--- src/rtl/fifo_rd_ser_pkg.sv ---
// Shared definitions for fifo_rd_serializer: slot count, chunk index width
// and the parameter legality check.
package fifo_rd_ser_pkg;

    localparam int SLOTS = 2;

    function automatic int idx_width(input int ratio);
        return (ratio <= 1) ? 1 : $clog2(ratio);
    endfunction

    function automatic bit params_legal(input int data_width, input int out_width, input int ratio);
        return (ratio >= 1) && (data_width == out_width * ratio);
    endfunction

endpackage

--- src/rtl/fifo_rd_ser_slots.sv ---
// Occupancy tracking for the landing (LR) and shift (SR) slots plus the word
// in flight from the fifo; decides when to pop and where the next word lands.
module fifo_rd_ser_slots
    import fifo_rd_ser_pkg::*;
(
    input  logic clk,
    input  logic reset,
    input  logic fifo_empty,
    input  logic out_ready,
    input  logic last_chunk,
    output logic fifo_pop,
    output logic sr_valid,
    output logic sr_load_lr,
    output logic sr_load_in,
    output logic lr_load_in
);

    logic       inflight_q, inflight_d;
    logic       lr_valid_q, lr_valid_d;
    logic       sr_valid_q, sr_valid_d;
    logic [1:0] used;
    logic       free_now;
    logic       sr_free;

    // Pop gating and slot routing for the word arriving this cycle.
    always_comb begin
        free_now   = sr_valid_q && out_ready && last_chunk;
        sr_free    = !sr_valid_q || free_now;
        used       = {1'b0, inflight_q} + {1'b0, lr_valid_q} + {1'b0, sr_valid_q};
        // free_now implies sr_valid_q, so the subtraction cannot wrap.
        fifo_pop   = !reset && !fifo_empty && ((used - {1'b0, free_now}) < 2'(SLOTS));
        inflight_d = fifo_pop;
        sr_load_lr = 1'b0;
        sr_load_in = 1'b0;
        lr_load_in = 1'b0;
        lr_valid_d = lr_valid_q;
        sr_valid_d = sr_valid_q && !free_now;
        if (sr_free && lr_valid_q) begin
            sr_load_lr = 1'b1;
            sr_valid_d = 1'b1;
            lr_load_in = inflight_q;
            lr_valid_d = inflight_q;
        end else if (sr_free && inflight_q) begin
            sr_load_in = 1'b1;
            sr_valid_d = 1'b1;
        end else if (inflight_q) begin
            lr_load_in = 1'b1;
            lr_valid_d = 1'b1;
        end else begin
            lr_valid_d = lr_valid_q;
        end
    end

    // Occupancy state registers.
    always_ff @(posedge clk) begin
        if (reset) begin
            inflight_q <= 1'b0;
            lr_valid_q <= 1'b0;
            sr_valid_q <= 1'b0;
        end else begin
            inflight_q <= inflight_d;
            lr_valid_q <= lr_valid_d;
            sr_valid_q <= sr_valid_d;
        end
    end

    assign sr_valid = sr_valid_q;

endmodule

--- src/rtl/fifo_rd_serializer.sv ---
// Pops the upstream fifo and streams each word LSB-first as RATIO chunks of
// OUT_WIDTH bits. Define FIFO_RD_SER_LAST_EN to add the out_last port.
module fifo_rd_serializer
    import fifo_rd_ser_pkg::*;
#(
    parameter int OUT_WIDTH  = 16,
    parameter int RATIO      = 4,
    parameter int DATA_WIDTH = OUT_WIDTH * RATIO
) (
    input  logic                  clk,
    input  logic                  reset,
    input  logic                  fifo_empty,
    input  logic [DATA_WIDTH-1:0] fifo_data,
    output logic                  fifo_pop,
    output logic                  out_valid,
    input  logic                  out_ready,
    output logic [OUT_WIDTH-1:0]  out_data
`ifdef FIFO_RD_SER_LAST_EN
    ,
    output logic                  out_last
`endif
);

    localparam int              IDXW     = idx_width(RATIO);
    localparam logic [IDXW-1:0] LAST_IDX = IDXW'(RATIO - 1);

    generate
        if (!params_legal(DATA_WIDTH, OUT_WIDTH, RATIO)) begin : g_bad_params
            $error("fifo_rd_serializer: need RATIO >= 1 and DATA_WIDTH == OUT_WIDTH*RATIO");
        end
    endgenerate

    logic [DATA_WIDTH-1:0] sr_q, sr_d;
    logic [DATA_WIDTH-1:0] lr_q, lr_d;
    logic [IDXW-1:0]       chunk_idx_q, chunk_idx_d;
    logic                  sr_valid;
    logic                  sr_load_lr;
    logic                  sr_load_in;
    logic                  lr_load_in;
    logic                  last_chunk;
    logic                  hs;

    assign last_chunk = (chunk_idx_q == LAST_IDX);
    assign out_valid  = sr_valid;
    assign hs         = sr_valid && out_ready;

    fifo_rd_ser_slots u_slots (
        .clk        (clk),
        .reset      (reset),
        .fifo_empty (fifo_empty),
        .out_ready  (out_ready),
        .last_chunk (last_chunk),
        .fifo_pop   (fifo_pop),
        .sr_valid   (sr_valid),
        .sr_load_lr (sr_load_lr),
        .sr_load_in (sr_load_in),
        .lr_load_in (lr_load_in)
    );

    // Word movement between slots and chunk shifting.
    always_comb begin
        if (lr_load_in) begin
            lr_d = fifo_data;
        end else begin
            lr_d = lr_q;
        end
        if (sr_load_lr) begin
            sr_d = lr_q;
        end else if (sr_load_in) begin
            sr_d = fifo_data;
        end else if (hs && !last_chunk) begin
            sr_d = sr_q >> OUT_WIDTH;
        end else begin
            sr_d = sr_q;
        end
        if (hs) begin
            chunk_idx_d = last_chunk ? {IDXW{1'b0}} : chunk_idx_q + IDXW'(1);
        end else begin
            chunk_idx_d = chunk_idx_q;
        end
    end

    // Datapath registers.
    always_ff @(posedge clk) begin
        if (reset) begin
            sr_q        <= {DATA_WIDTH{1'b0}};
            lr_q        <= {DATA_WIDTH{1'b0}};
            chunk_idx_q <= {IDXW{1'b0}};
        end else begin
            sr_q        <= sr_d;
            lr_q        <= lr_d;
            chunk_idx_q <= chunk_idx_d;
        end
    end

    assign out_data = sr_q[OUT_WIDTH-1:0];

`ifdef FIFO_RD_SER_LAST_EN
    assign out_last = sr_valid && last_chunk;
`endif

endmodule

--- config.mk ---
export PLATFORM = sky130hd
export DESIGN_NAME = fifo_rd_serializer
export DESIGN_NICKNAME = d
export VERILOG_FILES = /design/src/rtl/fifo_rd_ser_pkg.sv /design/src/rtl/fifo_rd_ser_slots.sv /design/src/rtl/fifo_rd_serializer.sv
export SDC_FILE = /design/constraint.sdc
export NUM_CORES = 1
export LEC_CHECK = 0
export ABC_AREA = 1
export CORE_MARGIN = 1.5
export CORE_UTILIZATION = 55
export CTS_CLUSTER_DIAMETER = 30
export CTS_CLUSTER_SIZE = 25
export DETAILED_ROUTE_END_ITERATION = 10
export PLACE_DENSITY = 0.79
export SYNTH_ARGS = -nofsm -noshare
export SYNTH_HDL_FRONTEND = slang
export SYNTH_SLANG_ARGS = --single-unit
--- constraint.sdc ---
create_clock -name clk -period 2.5 [get_ports clk]
set_input_delay 0.375 -clock clk [delete_from_list [all_inputs] [get_ports clk]]
set_output_delay 0.375 -clock clk [all_outputs]
set_load 0.1 [all_outputs]
# Word level (Yosys, flattened, before mapping)
# Cells that the tools add are included.
# totals
register_bits	133
# op_classes
addsub	4
n_reduce_logical	17
n_lt_le_gt_ge	1
n_eq_ne	2
mux	15
# op_table
op	n
$mux W64	3
$mux W1	11
$logic_and A1 B1 Y1	8
$logic_not A1 Y1	5
$reduce_bool A3 Y1	1
$add A1 B1 Y2	1
$add A2 B1 Y2	1
$add A2 B1 Y2 const B	1
$eq A2 B2 Y1 const B	1
$lt A2 B2 Y1 const B	1
$mux W2	1
$ne A2 B1 Y1 const B	1
$reduce_and A2 Y1	1
$reduce_bool A2 Y1	1
$sub A2 B1 Y2	1
$logic_or A1 B1 Y1	1

# Depth between registers and ports, before layout
# logic_depth
ltp_word	8
ltp_mapped	11
depth_no_buf	9

# Hierarchy
# A second synthesis with hierarchy kept.
# unflattened
cells_unflattened	912
hier_area_um2	6125.9
# by_module_without_submodules
mod	area_each_um2	cells_per_inst	seq_area_each_um2	instances
fifo_rd_serializer	5920.7	881	2602.5	1
fifo_rd_ser_slots	205.2	31	60.1	1

# Least setup slack after synthesis
# Ideal clock, no wire load.
# synth_timing
kind	register to output
start	reg u_slots.sr_valid_q (netlist: u_slots.sr_valid)
end	out fifo_pop
path_buffers	0
path_slack_ps	-2205
arrival_time_ps	4330
stages_incl_launch_ff	9
required_time_ps	2125
path_cell_list	dfxtp_1 > nand3_1 > inv_1 > ha_1 > inv_1 > ha_1 > a21oi_1 > o21ai_0 > a211oi_1
# synth_via
elab_chain_cells	5
elab_cells_between_ends	6
# synth_rtl
element	line_no	source
from (decl)	fifo_rd_ser_slots.sv:20	logic sr_valid_q, sr_valid_d;
from (signal assigned)	fifo_rd_ser_slots.sv:63	sr_valid_q <= sr_valid_d;
parallel branches: the longest is 2 deep, another holds $add A2 B1 Y2	n/a	
$sub A2 B1 Y2 *	fifo_rd_ser_slots.sv:31	fifo_pop = !reset && !fifo_empty && ((used - {1'b0, free_now}) < 2'(SLOTS));
$lt A2 B2 Y1 *	fifo_rd_ser_slots.sv:31	
$logic_and A1 B1 Y1 *	fifo_rd_ser_slots.sv:31	
to (decl)	fifo_rd_serializer.sv:14	output logic fifo_pop,
# Mark *: on every way between the ends.

# Final worst setup path
# layout_timing
start	reg chunk_idx_q[0]
end	out fifo_pop
# layout_via
elab_chain_cells	5
# layout_rtl
element	line_no	source
from (decl)	fifo_rd_serializer.sv:35	logic [IDXW-1:0] chunk_idx_q, chunk_idx_d;
from (signal assigned)	fifo_rd_serializer.sv:88	chunk_idx_q <= {IDXW{1'b0}};
from (signal assigned)	fifo_rd_serializer.sv:92	chunk_idx_q <= chunk_idx_d;
$eq A2 B2 Y1	fifo_rd_serializer.sv:43	assign last_chunk = (chunk_idx_q == LAST_IDX);
$logic_and A1 B1 Y1	fifo_rd_ser_slots.sv:27	free_now = sr_valid_q && out_ready && last_chunk;
$sub A2 B1 Y2	fifo_rd_ser_slots.sv:31	
$lt A2 B2 Y1	fifo_rd_ser_slots.sv:31	
$logic_and A1 B1 Y1	fifo_rd_ser_slots.sv:31	
# No other way between the ends.

==> impl_metrics.env <==
export IMPL_setup_viol=1
export IMPL_grt_setup_unrepaired="true"
export IMPL_ant_nets=0
export IMPL_power_frac_clock=0.396
export IMPL_hold_viol_final=0
export IMPL_ys_seq_elements=133
export IMPL_post_cts_buffers=0
export IMPL_dieHeight_um=110.2
export IMPL_fmax_mhz=383.6
export IMPL_detail_route_wl_per_cell_um=13.93
export IMPL_dr_pass1_iters=6
export IMPL_p_sw_mw=1.694
export IMPL_slew_headroom=0.2792
export IMPL_area_growth_syn_to_layout_pct=21.93
export IMPL_cts_sinks=133
export IMPL_sequentialPowerShare=0.410
export IMPL_final_max_slew_viol_count=0
export IMPL_clk_path_buf_depth=2
export IMPL_synth_area_mm2=0.006317
export IMPL_leakage_nw=3.389
export IMPL_synth_distinct_cells=24
export IMPL_grt_overflow=0
export IMPL_use_met3=0.06114
export IMPL_period_needed_ns=2.607
export IMPL_num_vias=6029
export IMPL_critPathSlowestCell="dfxtp_2"
export IMPL_syn_nets=1013
export IMPL_p_int_mw=4.081
export IMPL_fillerInstances=964
export IMPL_synth_warnings=0
export IMPL_finalSetupTns_ns=-0.1072
export IMPL_hold_start="lr_q[52]"
export IMPL_path_class="flop to primary output"
export IMPL_grt_busiest_layer="met2"
export IMPL_port_buffers=85
export IMPL_dp_hpwl_mm=9.576
export IMPL_r2r_start="chunk_idx_q[1]"
export IMPL_diodes=0
export IMPL_die_area_mm2=0.01214
export IMPL_power_density_mw_per_mm2=749.7
export IMPL_initialDrtViolationCount=579
export IMPL_ios=86
export IMPL_timing_hold_worst_path_depth=2
export IMPL_rows=38
export IMPL_whs_ns=0.4469
export IMPL_grt_max_degree=131
export IMPL_crit_fanout=3
export IMPL_r2r_end="sr_q[63]"
export IMPL_max_vdd_ir_drop_mv=0.5740
export IMPL_synth_top_cell_area_share=0.4215
export IMPL_holdPathEnd="lr_q[52]"
export IMPL_cts_tree="built"
export IMPL_synth_top_cell_by_area="dfxtp_1"
export IMPL_postSynthAreaPerCell_um2=6.706
export IMPL_crit_top_cell="ha_4"
export IMPL_die_w_um=110.2
export IMPL_swShare=0.2933
export IMPL_violations="negative setup slack"
export IMPL_arrival_ns=2.23
export IMPL_clkTransAtPathRegs_ns=0.06
export IMPL_critPathLaunchType="flop"
export IMPL_end_kind="primary output"
export IMPL_layout_setup_ws_ns=-0.1072
export IMPL_rrSetupSlack_ns=0.41
export IMPL_combPwrFrac=0.194
export IMPL_outcome="complete, but fails checks"
export IMPL_clk_latency_ns=0.41
export IMPL_worstRegToRegCells=8
export IMPL_critPathRequiredTime_ns=2.12
export IMPL_grt_pass1_wl_mm=25.87
export IMPL_numCtsBuffers=17
export IMPL_nets=1056
export IMPL_ys_seq_area_frac=0.4215
export IMPL_core_mm2=0.01103
export IMPL_drt_wl_total_mm=15.84
export IMPL_antenna_found_initial=0
export IMPL_synth_area_leaders="dfxtp_1, nor2_1, o21ai_0, nand2_1, inv_1"
export IMPL_cts_root_buf="clkbuf_16"
export IMPL_track_usage=0.2770
export IMPL_vias_per_cell=5.303
export IMPL_max_cap_viol_count=0
export IMPL_period_share=1.043
export IMPL_htreeDepth=4
export IMPL_gp_congestion=0.8216
export IMPL_grt_met1_usage=0.3435
export IMPL_met2_usage=0.4627
export IMPL_drive_gt1_frac=0.08726
export IMPL_slowest_delay_ns=0.33
export IMPL_skew_ns=0.01099
export IMPL_initial_core_util=0.5727
export IMPL_grt_pass1_vias=5540
export IMPL_postSynthCellCount=942
export IMPL_tightest_slew_ns=1.080
export IMPL_drc=0
export IMPL_worst_hold_path_type="flop to flop"
export IMPL_crit_chain="ha_4 -> nand3_2 -> inv_1 -> ha_1 -> inv_2 -> ha_4 -> a21oi_4 -> buf_4 -> a211oi_4 -> buf_12"
## timing repair
action | 4_1_cts | 5_1_grt
hold buffers | 0 | 0
pin swaps | 3 | 0
resized for setup | 4 | 0
setup endpoints to repair | 1 | 1
## logic make-up (layout without fill, tap and decap cells)
kind of cell,after synthesis,after routing,share of synthesized area
AND/OR/NAND/NOR,455,455,0.2997
buffers and inverters,176,231,0.1331
AO/OA/AOI/OAI,175,175,0.1398
flip-flops,133,133,0.4215
adder cells (fa/ha/maj),3,3,0.005942
## synthesized netlist by cell type, drive strengths merged
| library cell | n |
|---|---|
| a211oi | 2 |
| a21boi | 1 |
| a21oi | 20 |
| buf | 50 |
| clkbuf | 35 |
| dfxtp | 133 |
| ha | 3 |
| inv | 91 |
| nand2 | 122 |
| nand3 | 61 |
| nand3b | 7 |
| nand4 | 28 |
| nor2 | 236 |
| o21ai | 152 |
| or2 | 1 |
## state kept, by name, indices dropped and copies added, names as in the netlist
signal,count
lr_q,64
sr_q,64
chunk_idx_q,2
u_slots.inflight_q,1
u_slots.lr_valid_q,1
u_slots.sr_valid,1
## layout by cell type, fill, tap and decap left out
master,netlist,final
o21ai_0,128,127
a211oi_1,2,1
nand2_2,1,2
dfxtp_2,0,2
or2_1,1,1
clkdlybuf4s50_1,0,67
nand3_1,61,60
ha_4,0,2
bufinv_16,0,1
nand2_1,120,119
a21oi_1,20,19
dfxtp_4,0,1
inv_1,90,88
clkbuf_1,34,2
nor2_2,0,1
inv_2,1,3
clkinvlp_4,0,2
nor2_1,236,235
o21ai_1,24,24
dfxtp_1,133,130
o21ai_2,0,1
nand3b_1,7,7
clkbuf_16,0,17
ha_1,3,1
a211oi_4,0,1
nand3_2,0,1
inv_4,0,1
buf_12,0,9
clkbuf_8,0,2
buf_4,21,33
nand4_1,28,28
nand2_4,1,1
a21boi_0,1,1
a21oi_4,0,1
clkinv_2,0,6
## critical path, delay by kind of cell (launching register included)
kind / cells / cell delay (ns)
simple gates: 1 / 0.06
fa+ha+maj: 3 / 0.69
compound gates: 2 / 0.28
flops: 1 / 0.33
buf+inv: 4 / 0.44
## final cells by class
class / instances / area [um^2] / area share
clock inverter: 10 / 81.33 / 0.01056
tap: 140 / 175.2 / 0.02274
inverter: 91 / 341.6 / 0.04435
sequential: 133 / 2669 / 0.3465
timing repair buffer: 109 / 1099 / 0.1426
clock buffer: 21 / 460.4 / 0.05978
multi-input combinational: 633 / 2877 / 0.3735
## power by group through the flow
stage / Combinational, mW / Sequential [mW] / Clock (mW)
after global placement: 1.10 / 2.40 / 0
after global routing: 1.23 / 2.38 / 2.43
after floorplan: 0.831 / 2.39 / 0
final: 1.12 / 2.36 / 2.29
after detailed placement: 1.11 / 2.40 / 0
after CTS: 1.12 / 2.36 / 2.32
## worst max-delay path by stage
stage	endpoint	startpoint	slack (ns)
2_1_floorplan	fifo_pop	u_slots.sr_valid	-0.24
3_3_place_gp	fifo_pop	out_ready	-0.05
3_5_place_dp	sr_q[63]	out_ready	-0.09
4_1_cts	fifo_pop	chunk_idx_q[1]	-0.12
5_1_grt	fifo_pop	chunk_idx_q[0]	-0.19
6_report	fifo_pop	chunk_idx_q[0]	-0.11
## per-layer routing
| metal | routed length [um] | up-vias | part of all wire |
|---|---|---|---|
| met5 | 0 | - | 0 |
| met1 | 7108 | 2698 | 0.45 |
| met4 | 371 | 0 | 0.023 |
| li1 | - | 3077 | - |
| met3 | 989 | 26 | 0.062 |
| met2 | 7364 | 228 | 0.47 |
## stage by stage
stage / area (um^2) / utilization / power [mW] / instances / worst slack [ns]
after detailed placement: 7146 / 0.6478 / 3.511 / 1106 / -0.08968
after global routing: 7702 / 0.6983 / 6.041 / 1137 / -0.1863
final: 7702 / 0.6983 / 5.774 / 1137 / -0.1072
after floorplan: 6379 / - / 3.225 / 942 / -0.2403
after global placement: 7146 / 0.6478 / 3.498 / 1106 / -0.05472
after CTS: 7702 / 0.6983 / 5.800 / 1137 / -0.1198
Note: power is estimated with default switching activity, not from simulation.
